==> src/rtl/heq_pkg.sv <==
// heq_pkg: shared constants and FSM state type for the histogram-equalization
// LUT builder.
//   DATA_W      pixel bit depth
//   PIXEL_COUNT pixels per frame
//   COUNT_W     width of cumulative-histogram values
//   NUM_W       divider dividend width (COUNT_W + DATA_W)
//   LUT_DEPTH   number of grey levels / LUT entries
//   MAX_LEVEL   largest grey level
package heq_pkg;

  localparam int DATA_W      = 8;
  localparam int PIXEL_COUNT = 640 * 480;
  localparam int COUNT_W     = $clog2(PIXEL_COUNT);
  localparam int NUM_W       = COUNT_W + DATA_W;
  localparam int LUT_DEPTH   = 1 << DATA_W;
  localparam int MAX_LEVEL   = LUT_DEPTH - 1;

  typedef enum logic [2:0] {
    ST_IDLE,
    ST_READ,
    ST_WAIT,
    ST_CALC,
    ST_DIV,
    ST_WRITE,
    ST_DONE
  } heq_state_t;

endpackage

==> src/rtl/heq_seq_divider.sv <==
// heq_seq_divider: restoring unsigned divider, one quotient bit per cycle.
//   i_clk      clock
//   i_reset_n  synchronous active-low reset
//   i_load     load i_num / i_den and start a division
//   i_num      dividend (NumWidth bits)
//   i_den      divisor (DenWidth bits, must be non-zero)
//   o_quot     quotient; final once the step following o_valid has completed
//   o_valid    1-cycle pulse NumWidth cycles after i_load (last step cycle)
module heq_seq_divider
  import heq_pkg::*;
#(
  parameter int NumWidth = NUM_W,
  parameter int DenWidth = COUNT_W
) (
  input  logic                i_clk,
  input  logic                i_reset_n,
  input  logic                i_load,
  input  logic [NumWidth-1:0] i_num,
  input  logic [DenWidth-1:0] i_den,
  output logic [NumWidth-1:0] o_quot,
  output logic                o_valid
);

  localparam int CntWidth = $clog2(NumWidth + 1);

  logic [NumWidth-1:0] r_quot;
  logic [DenWidth-1:0] r_rem;
  logic [DenWidth-1:0] r_den;
  logic [CntWidth-1:0] r_cnt;

  // The trial remainder is {r_rem, next dividend bit}. If the bit shifted out
  // of r_rem is set, the trial exceeds any DenWidth-bit divisor, so the
  // comparison only needs the low DenWidth bits; the modular subtraction
  // then yields the exact remainder, which is always below r_den.
  logic [DenWidth-1:0] w_low;
  logic                w_ge;

  assign w_low   = {r_rem[DenWidth-2:0], r_quot[NumWidth-1]};
  assign w_ge    = r_rem[DenWidth-1] | (w_low >= r_den);
  assign o_quot  = r_quot;
  assign o_valid = (r_cnt == CntWidth'(1));

  always_ff @(posedge i_clk) begin
    if (!i_reset_n) begin
      r_quot <= '0;
      r_rem  <= '0;
      r_den  <= '0;
      r_cnt  <= '0;
    end else if (i_load) begin
      r_quot <= i_num;
      r_rem  <= '0;
      r_den  <= i_den;
      r_cnt  <= CntWidth'(NumWidth);
    end else if (r_cnt != '0) begin
      r_rem  <= w_ge ? (w_low - r_den) : w_low;
      r_quot <= {r_quot[NumWidth-2:0], w_ge};
      r_cnt  <= r_cnt - CntWidth'(1);
    end
  end

endmodule

==> src/rtl/heq_lut_builder.sv <==
// heq_lut_builder: builds the histogram-equalization remap LUT from the
// cumulative histogram, lut[v] = (cdf[v]-cdfMin)*(2^DataWidth-1)/(N-cdfMin).
// Optional build macro HEQ_ROUND_EN: add den/2 before dividing (round half
// up); without it the quotient is truncated. Latency is the same either way.
//   i_clk, i_reset_n   clock, synchronous active-low reset
//   i_start, i_cdf_min start pulse and cdfMin (sampled when start accepted)
//   o_cdf_addr, o_cdf_rd_en, i_cdf_data   CDF RAM read port (1-cycle latency)
//   o_lut_addr, o_lut_data, o_lut_we      LUT RAM write port
//   o_busy, o_done     build in progress / completion pulse
module heq_lut_builder
  import heq_pkg::*;
#(
  parameter int DataWidth  = DATA_W,
  parameter int PixelCount = PIXEL_COUNT,
  parameter int CountWidth = COUNT_W
) (
  input  logic                  i_clk,
  input  logic                  i_reset_n,
  input  logic                  i_start,
  input  logic [CountWidth-1:0] i_cdf_min,
  output logic [DataWidth-1:0]  o_cdf_addr,
  output logic                  o_cdf_rd_en,
  input  logic [CountWidth-1:0] i_cdf_data,
  output logic [DataWidth-1:0]  o_lut_addr,
  output logic [DataWidth-1:0]  o_lut_data,
  output logic                  o_lut_we,
  output logic                  o_busy,
  output logic                  o_done
);

  localparam int NumWidth = CountWidth + DataWidth;
  localparam logic [DataWidth-1:0]  MaxLevel    = '1;
  localparam logic [CountWidth-1:0] PixelCountC = CountWidth'(PixelCount);

  heq_state_t            r_state;
  heq_state_t            w_state_next;
  logic [DataWidth-1:0]  r_bin;
  logic [CountWidth-1:0] r_cdf_min;
  logic [CountWidth-1:0] r_den;

  logic                  w_den_zero;
  logic [CountWidth-1:0] w_diff;
  logic [NumWidth-1:0]   w_diff_ext;
  logic [NumWidth-1:0]   w_num;
  logic                  w_div_load;
  logic [NumWidth-1:0]   w_quot;
  logic                  w_div_valid;
  logic [DataWidth-1:0]  w_lut_value;

  assign w_den_zero = (r_den == '0);

  // Bins below cdfMin clamp to zero instead of wrapping.
  assign w_diff     = (i_cdf_data > r_cdf_min) ? (i_cdf_data - r_cdf_min) : '0;
  assign w_diff_ext = NumWidth'(w_diff);

`ifdef HEQ_ROUND_EN
  // diff * (2^DataWidth - 1) as shift-and-subtract, plus half the divisor.
  assign w_num = (w_diff_ext << DataWidth) - w_diff_ext + NumWidth'(r_den >> 1);
`else
  assign w_num = (w_diff_ext << DataWidth) - w_diff_ext;
`endif

  // A uniform image (den == 0) bypasses the divider entirely.
  assign w_div_load = (r_state == ST_CALC) && !w_den_zero;

  heq_seq_divider #(
    .NumWidth (NumWidth),
    .DenWidth (CountWidth)
  ) u_div (
    .i_clk     (i_clk),
    .i_reset_n (i_reset_n),
    .i_load    (w_div_load),
    .i_num     (w_num),
    .i_den     (r_den),
    .o_quot    (w_quot),
    .o_valid   (w_div_valid)
  );

  always_comb begin
    if (w_den_zero) begin
      w_lut_value = r_bin;
    end else if (|w_quot[NumWidth-1:DataWidth]) begin
      w_lut_value = MaxLevel;
    end else begin
      w_lut_value = w_quot[DataWidth-1:0];
    end
  end

  always_comb begin
    w_state_next = r_state;
    unique case (r_state)
      ST_IDLE:  if (i_start) w_state_next = ST_READ;
      ST_READ:  w_state_next = ST_WAIT;
      ST_WAIT:  w_state_next = ST_CALC;
      ST_CALC:  w_state_next = w_den_zero ? ST_WRITE : ST_DIV;
      // o_valid marks the final step cycle, so the quotient is complete in WRITE.
      ST_DIV:   if (w_div_valid) w_state_next = ST_WRITE;
      ST_WRITE: w_state_next = (r_bin == MaxLevel) ? ST_DONE : ST_READ;
      ST_DONE:  w_state_next = ST_IDLE;
      default:  w_state_next = ST_IDLE;
    endcase
  end

  always_comb begin
    o_cdf_rd_en = 1'b0;
    o_cdf_addr  = '0;
    o_lut_we    = 1'b0;
    o_lut_addr  = '0;
    o_lut_data  = '0;
    o_done      = 1'b0;
    o_busy      = (r_state != ST_IDLE) && (r_state != ST_DONE);
    case (r_state)
      ST_READ: begin
        o_cdf_rd_en = 1'b1;
        o_cdf_addr  = r_bin;
      end
      ST_WRITE: begin
        o_lut_we   = 1'b1;
        o_lut_addr = r_bin;
        o_lut_data = w_lut_value;
      end
      ST_DONE: o_done = 1'b1;
      default: ;
    endcase
  end

  always_ff @(posedge i_clk) begin
    if (!i_reset_n) begin
      r_state   <= ST_IDLE;
      r_bin     <= '0;
      r_cdf_min <= '0;
      r_den     <= '0;
    end else begin
      r_state <= w_state_next;
      if (r_state == ST_IDLE && i_start) begin
        r_cdf_min <= i_cdf_min;
        r_den     <= PixelCountC - i_cdf_min;
        r_bin     <= '0;
      end else if (r_state == ST_WRITE && r_bin != MaxLevel) begin
        r_bin <= r_bin + DataWidth'(1);
      end
    end
  end

endmodule

==> config.mk <==
export PLATFORM = sky130hd
export DESIGN_NAME = heq_lut_builder
export DESIGN_NICKNAME = d
export VERILOG_FILES = /design/src/rtl/heq_pkg.sv /design/src/rtl/heq_seq_divider.sv /design/src/rtl/heq_lut_builder.sv
export SDC_FILE = /design/constraint.sdc
export NUM_CORES = 1
export LEC_CHECK = 0
export ABC_CLOCK_PERIOD_IN_PS = 12400
export BUFFER_PORTS_ARGS = -buffer_cell sky130_fd_sc_hd__buf_2
export CORE_UTILIZATION = 29
export DETAILED_ROUTE_END_ITERATION = 10
export PLACE_DENSITY = 0.51
export SYNTH_ARGS = -nofsm -noshare
export SYNTH_HDL_FRONTEND = slang
export SYNTH_SLANG_ARGS = --single-unit
==> constraint.sdc <==
create_clock -name i_clk -period 12.4 [get_ports i_clk]
set_input_delay 1.24 -clock i_clk [delete_from_list [all_inputs] [get_ports i_clk]]
set_output_delay 1.24 -clock i_clk [all_outputs]
set_load 0.02 [all_outputs]
==> impl_metrics.csv, run 1 <==
group,metric,value,unit
timing,clock_skew,0.0138,ns
die,die_h,172,µm
finish,nets,1286,
synth,synth-compound-area-share,22.9,%
grt,overflow,0,
timing,fin_crit_sh,45.3,%
clocking,cts_sinks,118,
status,status,"completed",
placement,place.detailed.hpwl,17500,µm
timing,final_hold_viol_count,0,
synth,synth_adder_area_share,8.48,%
route,wirelength,23600,µm
clocking,max-clock-path-buffers,2,
clocking,clkSlewWorstSetupHoldPaths,0.06,ns
synth,ys_top_cells_by_area,"dfxtp_1, nand2_1, ha_1",
die,rows,61,
timing,setup_tns,0,ns
job,maxCapViolCount,0,
clocking,cts_resized,0,
synth,synth_top_family_by_area,"simple AND/OR/NAND/NOR gates",
synth,synthSimpleGateAreaFrac,25.6,%
grt,grt_most_used_layer,"met2",
synth,ys_warn_count,0,
route,routed-via-count,7965,
setup_path,cp-end-kind,"flip-flop",
synth,synth_edf_count,0,
grt,first_global_vias,7392,
grt,antenna_found_initial,3,
timing,finalMaxSlewViolations,0,
clocking,cts_tree,"done",
synth,synthXorXnorAreaFrac,6.77,%
synth,synthFlopType,"dfxtp_1",
power,leakage,3.77,nW
timing,worstMarginPinSlew,0.947,ns
worst_hold_path,hold_path_class,"reg -> reg",
route,dr.pass1.iters,5,
die,core-area,28200,µm²
setup_path,crit_start,"i_cdf_data[3]",
grt,grt_use_total,16.4,%
clocking,clock-root-buffer,"clkbuf_16",
setup_path,worstPathArrival,5.92,ns
clocking,postCtsSetupBuffers,0,
route,remaining_drc_errors,0,
setup_path,cp_max_fo,31,
synth,synth_area_leader_cell,"dfxtp_1",
power,irDropWorstVdd,0.0998,mV
grt,met2_usage,23.9,%
clocking,cts_hold_buf,0,
setup_path,reg2reg_from,"r_cdf_min[3]",
power,p_per_area,216,nW/µm²
finish,fill_cells,3020,
route,postRouteAntennaNets,0,
timing,finalSetupViolations,0,
timing,finalCriticalPeriod,5.62,ns
finish,syn_to_final_growth,15.1,%
timing,max_slew_margin,36.9,%
timing,fmax,178,MHz
die,die_w,172,µm
route,via_per_inst,5.03,
setup_path,critPathKind,"in -> reg",
synth,syn_inst,1156,
timing,rsz0062_at_grt,"no",
finish,drive_gt1_share,10.8,%
worst_hold_path,min-delay-start,"u_div.r_den[14]",
route,drt-initial-drc-count,704,
setup_path,setup.worst_path.start_class,"input pin",
synth,yosys.area.top_type_share,28.1,%
synth,ys_types,72,
synth,muxShareOfSynthArea,2.16,%
placement,port_buffers,68,
die,pin_count,69,
clocking,htree_levels,4,
synth,synth_commonest_cells,"nand2_1, a21oi_1, dfxtp_1",
clocking,clk_latency,0.41,ns
placement,gp_congestion,0.847,
synth,synth_seq_cells,118,
clocking,numCtsBuffers,17,
finish,finalNonFillerCells,1583,
route,routedWlPerCell,14.9,µm
synth,syn_nets,1251,
grt,gr-usage-met1,23.9,%
synth,yosysMostFrequentCell,"nand2_1",
grt,grt_pass1_wl,38500,µm
setup_path,critPathRequiredTime,12.70,ns
synth,synth_seq_area_share,28.1,%
synth,avgSynthCellArea,7.26,µm²
grt,grt_use_met3,3.48,%
die,start_util,29.8,%
synth,synth_area,8390,µm²
placement,dp_cells,1550,
grt,grt_max_degree,84,
die,dieArea,29600,µm²
synth,synthArstFlopShare,0,%
==> cell usage in the layout (no fill, tap or decap), types with 13 or more instances in the layout <==
cell       instances
nand2_1          221
and2_1            21
a21oi_1          127
nor4_1            13
xor2_1            22
nor3_1            28
nand3_1           39
a311oi_1          18
clkbuf_16         17
xnor2_1           41
dfxtp_1          118
o21ai_0           54
a211oi_1          13
mux2i_1           17
nor2_1            69
ha_1              52
inv_1             68
buf_2             68
a21o_1            16
==> logic make-up after synthesis <==
logic type      count (synthesis)
fa+ha+maj                      56
flops                         118
simple gates                  468
mux                            18
xor+xnor                       64
buf+inv                       130
compound gates                302
==> per-layer routing <==
metal | vias to the layer above | share of wire [%]
met2 | 166 | 41
met1 | 3624 | 53
met4 | 2 | 1.3
met3 | 24 | 4.4
li1 | 4149 | -
met5 | - | 0.038
==> power breakdown <==
group	switching, mW	internal (mW)	total (mW)
logic	0.661	0.420	1.08
clock network	0.188	0.317	0.505
registers	0.0537	0.444	0.498
total	0.903	1.18	2.08
==> area by class of cell <==
cell class | instances | area (µm²) | share of cell area, %
inverters | 69 | 259 | 2.68
diodes | 2 | 5.00 | 0.0518
multi-input cells | 908 | 5550 | 57.5
well taps | 378 | 473 | 4.90
clock inverters | 14 | 175 | 1.81
flip-flops and latches | 118 | 2360 | 24.5
clock buffers | 17 | 425 | 4.40
repair buffers | 77 | 408 | 4.22
==> per-stage QoR <==
stage	power [mW]	setup WS [ns]	cell area, µm²	utilization, %	hold WS, ns
final	2.08	6.78	9660	34.3	0.454
after global routing	2.25	6.28	9660	34.3	0.470
after CTS	2.09	6.79	9650	34.3	0.455
after detailed placement	1.58	6.37	9050	32.1	0.447
after global placement	1.58	6.49	9050	32.1	0.444
after floorplan	1.33	7.00	8390	-	0.436
==> path summary, 6_finish.rpt <==
kind	slack, ns	cells past startpoint	endpoint
worst max register to register	7.27	18	u_div.o_quot[21]
worst min-delay path	0.45	2	u_div.r_den[14]
worst min register to register	0.45	2	u_div.r_den[14]
worst max-delay path	6.78	18	u_div.o_quot[21]
==> state kept, by name, summed over array words and instances, names as in the netlist <==
signal and flops:
u_div.o_quot 27, r_cdf_min 19, u_div.r_den 19, u_div.r_rem 19
r_den 18, r_bin 8, u_div.r_cnt 5, r_state 3
==> worst max-delay path, cell delays in order <==
cell      delay [ns]
buf_2           0.10
ha_1            0.50
nand3_1         0.20
nor4bb_1        0.40
nor3_1          0.09
o211ai_1        0.15
nand2_1         0.60
nand2b_1        0.34
inv_1           0.09
ha_1            0.34
o21ai_0         0.20
a311oi_1        0.09
o31ai_1         0.53
a311oi_2        0.26
a21oi_1         0.29
nand2_1         0.10
xor2_1          0.16
o211a_1         0.21
Note: power is estimated with default switching activity, not from simulation.
==> run 2, diff against run 1 <==
--- a/config.mk
+++ b/config.mk
@@ -5,11 +5,12 @@
 export SDC_FILE = /design/constraint.sdc
 export NUM_CORES = 1
 export LEC_CHECK = 0
-export ABC_CLOCK_PERIOD_IN_PS = 12400
+export ABC_AREA = 1
+export ABC_CLOCK_PERIOD_IN_PS = 5400
 export BUFFER_PORTS_ARGS = -buffer_cell sky130_fd_sc_hd__buf_2
 export CORE_UTILIZATION = 29
 export DETAILED_ROUTE_END_ITERATION = 10
-export PLACE_DENSITY = 0.51
+export PLACE_DENSITY = 0.5
 export SYNTH_ARGS = -nofsm -noshare
 export SYNTH_HDL_FRONTEND = slang
 export SYNTH_SLANG_ARGS = --single-unit
==> constraint.sdc (replaced) <==
create_clock -name i_clk -period 5.4 [get_ports i_clk]
set_input_delay 0.54 -clock i_clk [delete_from_list [all_inputs] [get_ports i_clk]]
set_output_delay 0.54 -clock i_clk [all_outputs]
set_load 0.02 [all_outputs]
==> run 2 against run 1 <==
  * Sequential share of layout area decreased by 1.1 points
  * Total power grew to 2.8 times the previous value
  * Synthesized cell count is 18% higher
  * Clock power up 130%
  * Combinational power grew to 3.1 times the previous value
  * Global-route usage up 1.5 points
  * Utilization fell by 0.17 points
  * Largest power group unchanged
==> impl_metrics.csv, run 2 <==
group,metric,value,unit
timing,fin_crit_sh,73.3,%
setup_path,r2r_cells,23,
clocking,cts_sinks,118,
placement,gp_congestion,0.916,
power,irDropWorstVdd,0.182,mV
synth,synth_area_leader_cell,"dfxtp_1",
clocking,htree_levels,4,
synth,synthXorXnorAreaFrac,3.31,%
timing,finalCriticalPeriod,3.96,ns
finish,design_area,10100,µm²
clocking,numCtsBuffers,17,
worst_hold_path,hold_depth,3,
timing,fmax,253,MHz
grt,grt_pass1_wl,43400,µm
timing,layout_setup_ws,1.44,ns
clocking,cts_tree,"done",
finish,drive_gt1_share,11.3,%
synth,synth-compound-area-share,19.4,%
synth,synth_seq_area_share,27.0,%
grt,grt_use_total,17.8,%
setup_path,reg2reg_from,"r_cdf_min[0]",
setup_path,path_buf_inv,2,
finish,finalNonFillerCells,1838,
synth,avgSynthCellArea,6.38,µm²
placement,port_buffers,68,
die,rows,63,
clocking,postCtsSetupBuffers,0,
job,maxCapViolCount,0,
route,remaining_drc_errors,0,
setup_path,cp_max_fo,4,
die,pin_count,69,
route,routedWlPerCell,14.6,µm
setup_path,critPathRequiredTime,5.75,ns
placement,dp_slack,1.15,ns
power,leakage,4.64,nW
synth,synth_adder_area_share,7.91,%
timing,max_slew_margin,42.4,%
clocking,max-clock-path-buffers,2,
route,dr.pass1.iters,5,
route,wirelength,26800,µm
synth,yosysMostFrequentCell,"nand2_1",
setup_path,worstPathArrival,4.31,ns
synth,muxShareOfSynthArea,0,%
clocking,clkSlewWorstSetupHoldPaths,0.06,ns
finish,largest_reg_flops,27,
synth,synthFlopType,"dfxtp_1",
synth,ys_top_cells_by_area,"dfxtp_1, nand2_1, inv_1",
finish,register_area,2360,µm²
setup_path,crit_slowest_cell,"fa_1",
setup_path,critPathTopFamily,"simple AND/OR/NAND/NOR gates",
placement,place.detailed.hpwl,21100,µm
placement,post_dp_cell_area,9520,µm²
synth,syn_inst,1369,
grt,antenna_found_initial,0,
die,start_util,29.5,%
setup_path,reg2reg_slack,1.44,ns
finish,syn_to_final_growth,15.8,%
timing,worstMarginPinSlew,0.856,ns
synth,synth_top_family_by_area,"simple AND/OR/NAND/NOR gates",
timing,clock_skew,0.0170,ns
setup_path,critPathKind,"reg -> reg",
finish,diodes,0,
route,routed-via-count,8932,
finish,mostFrequentLayoutCells,"nand2_1, inv_1, nor2_1, dfxtp_1, a21oi_1",
die,dieArea,30800,µm²
setup_path,reg2reg_to,"u_div.o_quot[21]",
synth,synthSimpleGateAreaFrac,30.4,%
synth,synth_commonest_cells,"nand2_1, inv_1, nor2_1",
timing,final_hold_viol_count,0,
worst_hold_path,hold_path_class,"in -> reg",
finish,multi_input_area,5320,µm²
route,postRouteAntennaNets,0,
grt,overflow,0,
die,die_h,176,µm
power,p_per_area,567,nW/µm²
timing,finalSetupViolations,0,
timing,rsz0062_at_grt,"no",
placement,dp_cells,1807,
worst_hold_path,hold_path_end,"r_cdf_min[10]",
route,via_per_inst,4.86,
finish,final_common_cell,"nand2_1",
synth,syn_nets,1464,
grt,grt_max_degree,38,
finish,fin_util,34.1,%
grt,first_global_vias,8405,
synth,synth_seq_cells,118,
clocking,cts_hold_buf,0,
die,die_w,176,µm
synth,ys_types,50,
clocking,clk_latency,0.43,ns
synth,yosys.area.top_type_share,27.0,%
finish,nets,1531,
synth,synthArstFlopShare,0,%
clocking,clock-root-buffer,"clkbuf_16",
setup_path,setup.worst_path.start_class,"flip-flop",
setup_path,cpMostUsedCell,"nand2_1",
setup_path,path_cells,"ha_1 > inv_1 > fa_1 > nand3_1 > nand2_1 > nand3_1 > nand2_1 > nand3_1 > nand2_1 > nand2_1 > nand2_1 > nor2_1 > inv_1 > ha_1 > a21oi_1 > nor2_1 > nor2_1 > nor2_1 > nor2_1 > nand3_1 > nand2_1 > nand3_1 > a21oi_1",
worst_hold_path,min-delay-start,"i_cdf_min[10]",
finish,fill_cells,3322,
synth,synth_edf_count,0,
setup_path,cpPeakStageDelay,0.42,ns
timing,setup_tns,0,ns
status,status,"completed",
die,core-area,29600,µm²
timing,finalMaxSlewViolations,0,
setup_path,cp-end-kind,"flip-flop",
route,drt-initial-drc-count,555,
synth,synth_area,8730,µm²
clocking,cts_resized,0,
synth,ys_warn_count,0,
## run 2: cell count changes in the layout (fill, tap and decap cells not counted), sizes merged, moves of 15 or more
cell	previous run	this run
a311oi	19	1
a31oi	9	24
and2	22	2
inv	73	245
mux2i	17	0
nand2	221	300
nand3	39	83
nand4	10	29
nor2	69	137
o21ai	56	94
o22ai	1	27
xnor2	42	13
## run 2: how the worst max path moves through the flow
| stage | start | endpoint | slack [ns] | cells past startpoint |
|---|---|---|---|---|
| after floorplan | i_cdf_data[0] | u_div.o_quot[26] | 2.13 | 26 |
| after global placement | i_cdf_data[0] | u_div.o_quot[21] | 1.10 | 25 |
| after detailed placement | i_cdf_data[0] | u_div.o_quot[21] | 1.15 | 25 |
| after CTS | r_cdf_min[0] | u_div.o_quot[21] | 1.49 | 23 |
| after global routing | r_cdf_min[0] | u_div.o_quot[21] | 1.14 | 23 |
| final | r_cdf_min[0] | u_div.o_quot[21] | 1.44 | 23 |
## run 2: layout make-up
cell class / count / share of cell area (%)
Timing Repair Buffer: 81 / 4.33
Clock inverter: 14 / 1.73
Clock buffer: 17 / 4.21
Tap cell: 390 / 4.82
Inverter: 241 / 8.94
Multi-Input combinational cell: 977 / 52.6
Sequential cell: 118 / 23.4
## run 2: metrics by stage
step                      hold slack [ns]  power [mW]
after floorplan                     0.433        3.73
after global placement              0.454        4.55
after detailed placement            0.460        4.55
after CTS                           0.351        5.74
after global routing                0.356        6.28
final                               0.364        5.74
## run 2: worst min-delay path: stages
cell and delay (ns):
buf_2 0.11, nand2_1 0.05, o21ai_0 0.06
## run 2: report_power, final
group          internal, mW  switching (mW)
clock                 0.727           0.448
combinational          1.12            2.27
sequential             1.06           0.111
## run 2: routing by layer
layer | track usage, % | vias up | part of all wire, %
li1 | - | 4658 | -
met1 | 25.3 | 4025 | 51
met4 | 4.86 | 0 | 1.6
met2 | 27.7 | 220 | 43
met3 | 2.81 | 29 | 4.3
met5 | 0 | - | 0
## run 2: kinds of logic (layout without fill, tap and decap cells)
family	Yosys count	count (layout)
AOI/OAI and AO/OA	300	300
xor gates and xnor gates	33	33
and+or+nand+nor	590	590
DFF	118	118
adders and majority gates	54	54
buffers and inverters	274	353
==> run 3, diff against run 2 <==
--- a/config.mk
+++ b/config.mk
@@ -5,12 +5,12 @@
 export SDC_FILE = /design/constraint.sdc
 export NUM_CORES = 1
 export LEC_CHECK = 0
-export ABC_AREA = 1
-export ABC_CLOCK_PERIOD_IN_PS = 5400
+export ABC_AREA = 0
+export ABC_CLOCK_PERIOD_IN_PS = 3640
 export BUFFER_PORTS_ARGS = -buffer_cell sky130_fd_sc_hd__buf_2
 export CORE_UTILIZATION = 29
 export DETAILED_ROUTE_END_ITERATION = 10
-export PLACE_DENSITY = 0.5
+export PLACE_DENSITY = 0.52
 export SYNTH_ARGS = -nofsm -noshare
 export SYNTH_HDL_FRONTEND = slang
 export SYNTH_SLANG_ARGS = --single-unit
==> constraint.sdc (replaced) <==
create_clock -name i_clk -period 3.64 [get_ports i_clk]
set_input_delay 0.364 -clock i_clk [delete_from_list [all_inputs] [get_ports i_clk]]
set_output_delay 0.364 -clock i_clk [all_outputs]
set_load 0.02 [all_outputs]
==> run 3 against run 2 <==
  * Clock power up 49%
  * First-iteration DRC count down 10%
  * Maximum frequency down 5.4%
  * The flow now finishes with violations (setup timing)
  * Largest cell class unchanged
  * Total power up 45%
  * Critical endpoint is now u_div.o_quot[18]
  * Die area down 3.8%
  * Sequential share of layout area down 2.6 points
==> impl_metrics.csv, run 3 (synthesis results as in run 1) <==
group,metric,value,unit
status,status,"complete, but fails checks",
status,violations,"setup timing",
setup_path,path_buf_inv,2,
power,intPower,4.82,mW
die,core-area,28200,µm²
clocking,clkSlewWorstSetupHoldPaths,0.07,ns
power,leakage,4.65,nW
placement,port_buffers,68,
route,via_per_inst,5.00,
placement,dp_cells,1688,
setup_path,crit_slowest_cell,"dfxtp_2",
setup_path,critPathRequiredTime,3.96,ns
timing,setup_tns,-6.06,ns
die,rows,61,
placement,gp_congestion,0.851,
finish,drive_gt1_share,25.9,%
power,pwr-share-seq,20.4,%
grt,overflow,0,
finish,largest_reg_flops,27,
finish,fill_cells,2938,
setup_path,cp-end-kind,"flip-flop",
route,drt-initial-drc-count,497,
clocking,htree_levels,4,
clocking,cts_sinks,118,
timing,finalCriticalPeriod,4.18,ns
finish,finalNonFillerCells,1740,
finish,mostFrequentLayoutCells,"nand2_1, buf_4, dfxtp_1, a21oi_1, buf_2",
timing,finalMaxSlewViolations,0,
power,clkPwrFrac,21.2,%
setup_path,cpPeakStageDelay,0.35,ns
finish,diodes,0,
grt,grt_use_total,18.1,%
finish,syn_to_final_growth,35.8,%
timing,fin_crit_sh,115,%
grt,met2_usage,28.6,%
die,dieArea,29600,µm²
setup_path,worstPathArrival,4.50,ns
clocking,clk_latency,0.43,ns
route,remaining_drc_errors,0,
grt,grt_most_used_layer,"met2",
clocking,clock-root-buffer,"clkbuf_16",
power,p_per_area,730,nW/µm²
timing,clock_skew,0.0138,ns
grt,antenna_found_initial,0,
clocking,max-clock-path-buffers,2,
timing,layout_setup_ws,-0.543,ns
die,die_w,172,µm
power,combPwrFrac,58.4,%
route,wirelength,26600,µm
timing,worstMarginPinSlew,1.05,ns
grt,grt_max_degree,73,
clocking,cts_tree,"done",
setup_path,critPathTopFamily,"compound AO/OA/AOI/OAI gates",
grt,grt_pass1_wl,42300,µm
grt,first_global_vias,8069,
clocking,numCtsBuffers,17,
placement,post_dp_cell_area,10400,µm²
route,dr.pass1.iters,5,
timing,final_hold_viol_count,0,
setup_path,reg2reg_slack,-0.54,ns
clocking,cts_hold_buf,0,
setup_path,path_cells,"ha_4 > inv_2 > fa_2 > a21o_1 > a221oi_2 > o21bai_1 > a21oi_2 > buf_4 > xnor2_4 > nand2_2 > ha_4 > nand3_2 > o21a_1 > o311a_1 > o31a_1 > o31a_1 > xnor2_1 > nor2_1 > a311oi_1",
power,power_switching,3.50,mW
job,maxCapViolCount,0,
timing,finalSetupViolations,16,
setup_path,critPathKind,"reg -> reg",
route,routed-via-count,8702,
power,swShare,42.1,%
setup_path,cp_max_fo,4,
die,die_h,172,µm
placement,place.detailed.hpwl,19800,µm
setup_path,setup.worst_path.start_class,"flip-flop",
finish,design_area,11400,µm²
route,routedWlPerCell,15.3,µm
finish,fin_util,40.5,%
power,irDropWorstVdd,0.308,mV
worst_hold_path,hold_path_class,"in -> reg",
finish,final_common_cell,"nand2_1",
timing,max_slew_margin,29.9,%
route,postRouteAntennaNets,0,
finish,nets,1446,
die,start_util,29.8,%
timing,fmax,239,MHz
grt,gr-usage-met1,25.6,%
timing,rsz0062_at_grt,"yes",
die,pin_count,69,
grt,grt_use_met3,2.84,%
[run 3: changes by cell type in the layout (fill, tap and decap cells not counted), moves of 26 or more]
cell / change
buf_4: +150
inv_1: -168
nand2_1: -64
nand3_1: -46
nor2_1: -56
o21ai_0: -47
o22ai_1: -26
[run 3: path summary, 6_finish.rpt]
kind	start	to	cells after the start
setup / recovery	r_cdf_min[0]	u_div.o_quot[18]	19
hold reg to reg	u_div.r_den[2]	u_div.r_den[2]	2
setup reg to reg	r_cdf_min[0]	u_div.o_quot[18]	19
hold / removal	i_cdf_min[4]	r_cdf_min[4]	3
[run 3: power groups by stage]
stage,Sequential [mW],Combinational [mW],Clock (mW)
after floorplan,1.65,3.03,0
after global placement,1.71,4.37,0
after detailed placement,1.72,4.38,0
after CTS,1.69,4.56,1.79
after global routing,1.72,5.33,1.85
final,1.70,4.86,1.76
[run 3: worst register-to-register path: stages (launching register included)]
cell,delay [ns]
dfxtp_2,0.35
ha_4,0.13
inv_2,0.03
fa_2,0.34
a21o_1,0.19
a221oi_2,0.28
o21bai_1,0.15
a21oi_2,0.20
buf_4,0.17
xnor2_4,0.12
nand2_2,0.10
ha_4,0.30
nand3_2,0.06
o21a_1,0.23
o311a_1,0.32
o31a_1,0.31
o31a_1,0.30
xnor2_1,0.16
nor2_1,0.06
a311oi_1,0.28
[run 3: routing by layer]
layer  up-vias  routed length (µm)
met1      4013               13400
met2       197               11900
met3        24                1020
li1       4468                   -
met5         -                   0
met4         0                 358
[run 3: what timing repair did]
item | 4_1_cts | 5_1_grt
endpoints found under the setup margin | 16 | 29
pin swaps | 34 | 54
setup buffers | 9 | 17
resized for setup | 19 | 34
[run 3: area by class of cell]
cell class                 instances  area, µm²  area share [%]
timing repair buffer             237       1650            14.5
clock inverter                    13        173            1.51
clock buffer                      17        425            3.73
multi-input combinational        908       6050            53.0
inverter                          69        272            2.38
sequential                       118       2360            20.7
tap                              378        473            4.15
[run 3: per-stage QoR]
step	hold WS (ns)	setup slack (ns)	power, mW
after global placement	0.445	-0.675	6.08
after detailed placement	0.447	-0.769	6.09
after CTS	0.194	-0.420	8.05
after floorplan	0.436	-0.327	4.68
after global routing	0.201	-0.727	8.90
final	0.205	-0.543	8.32
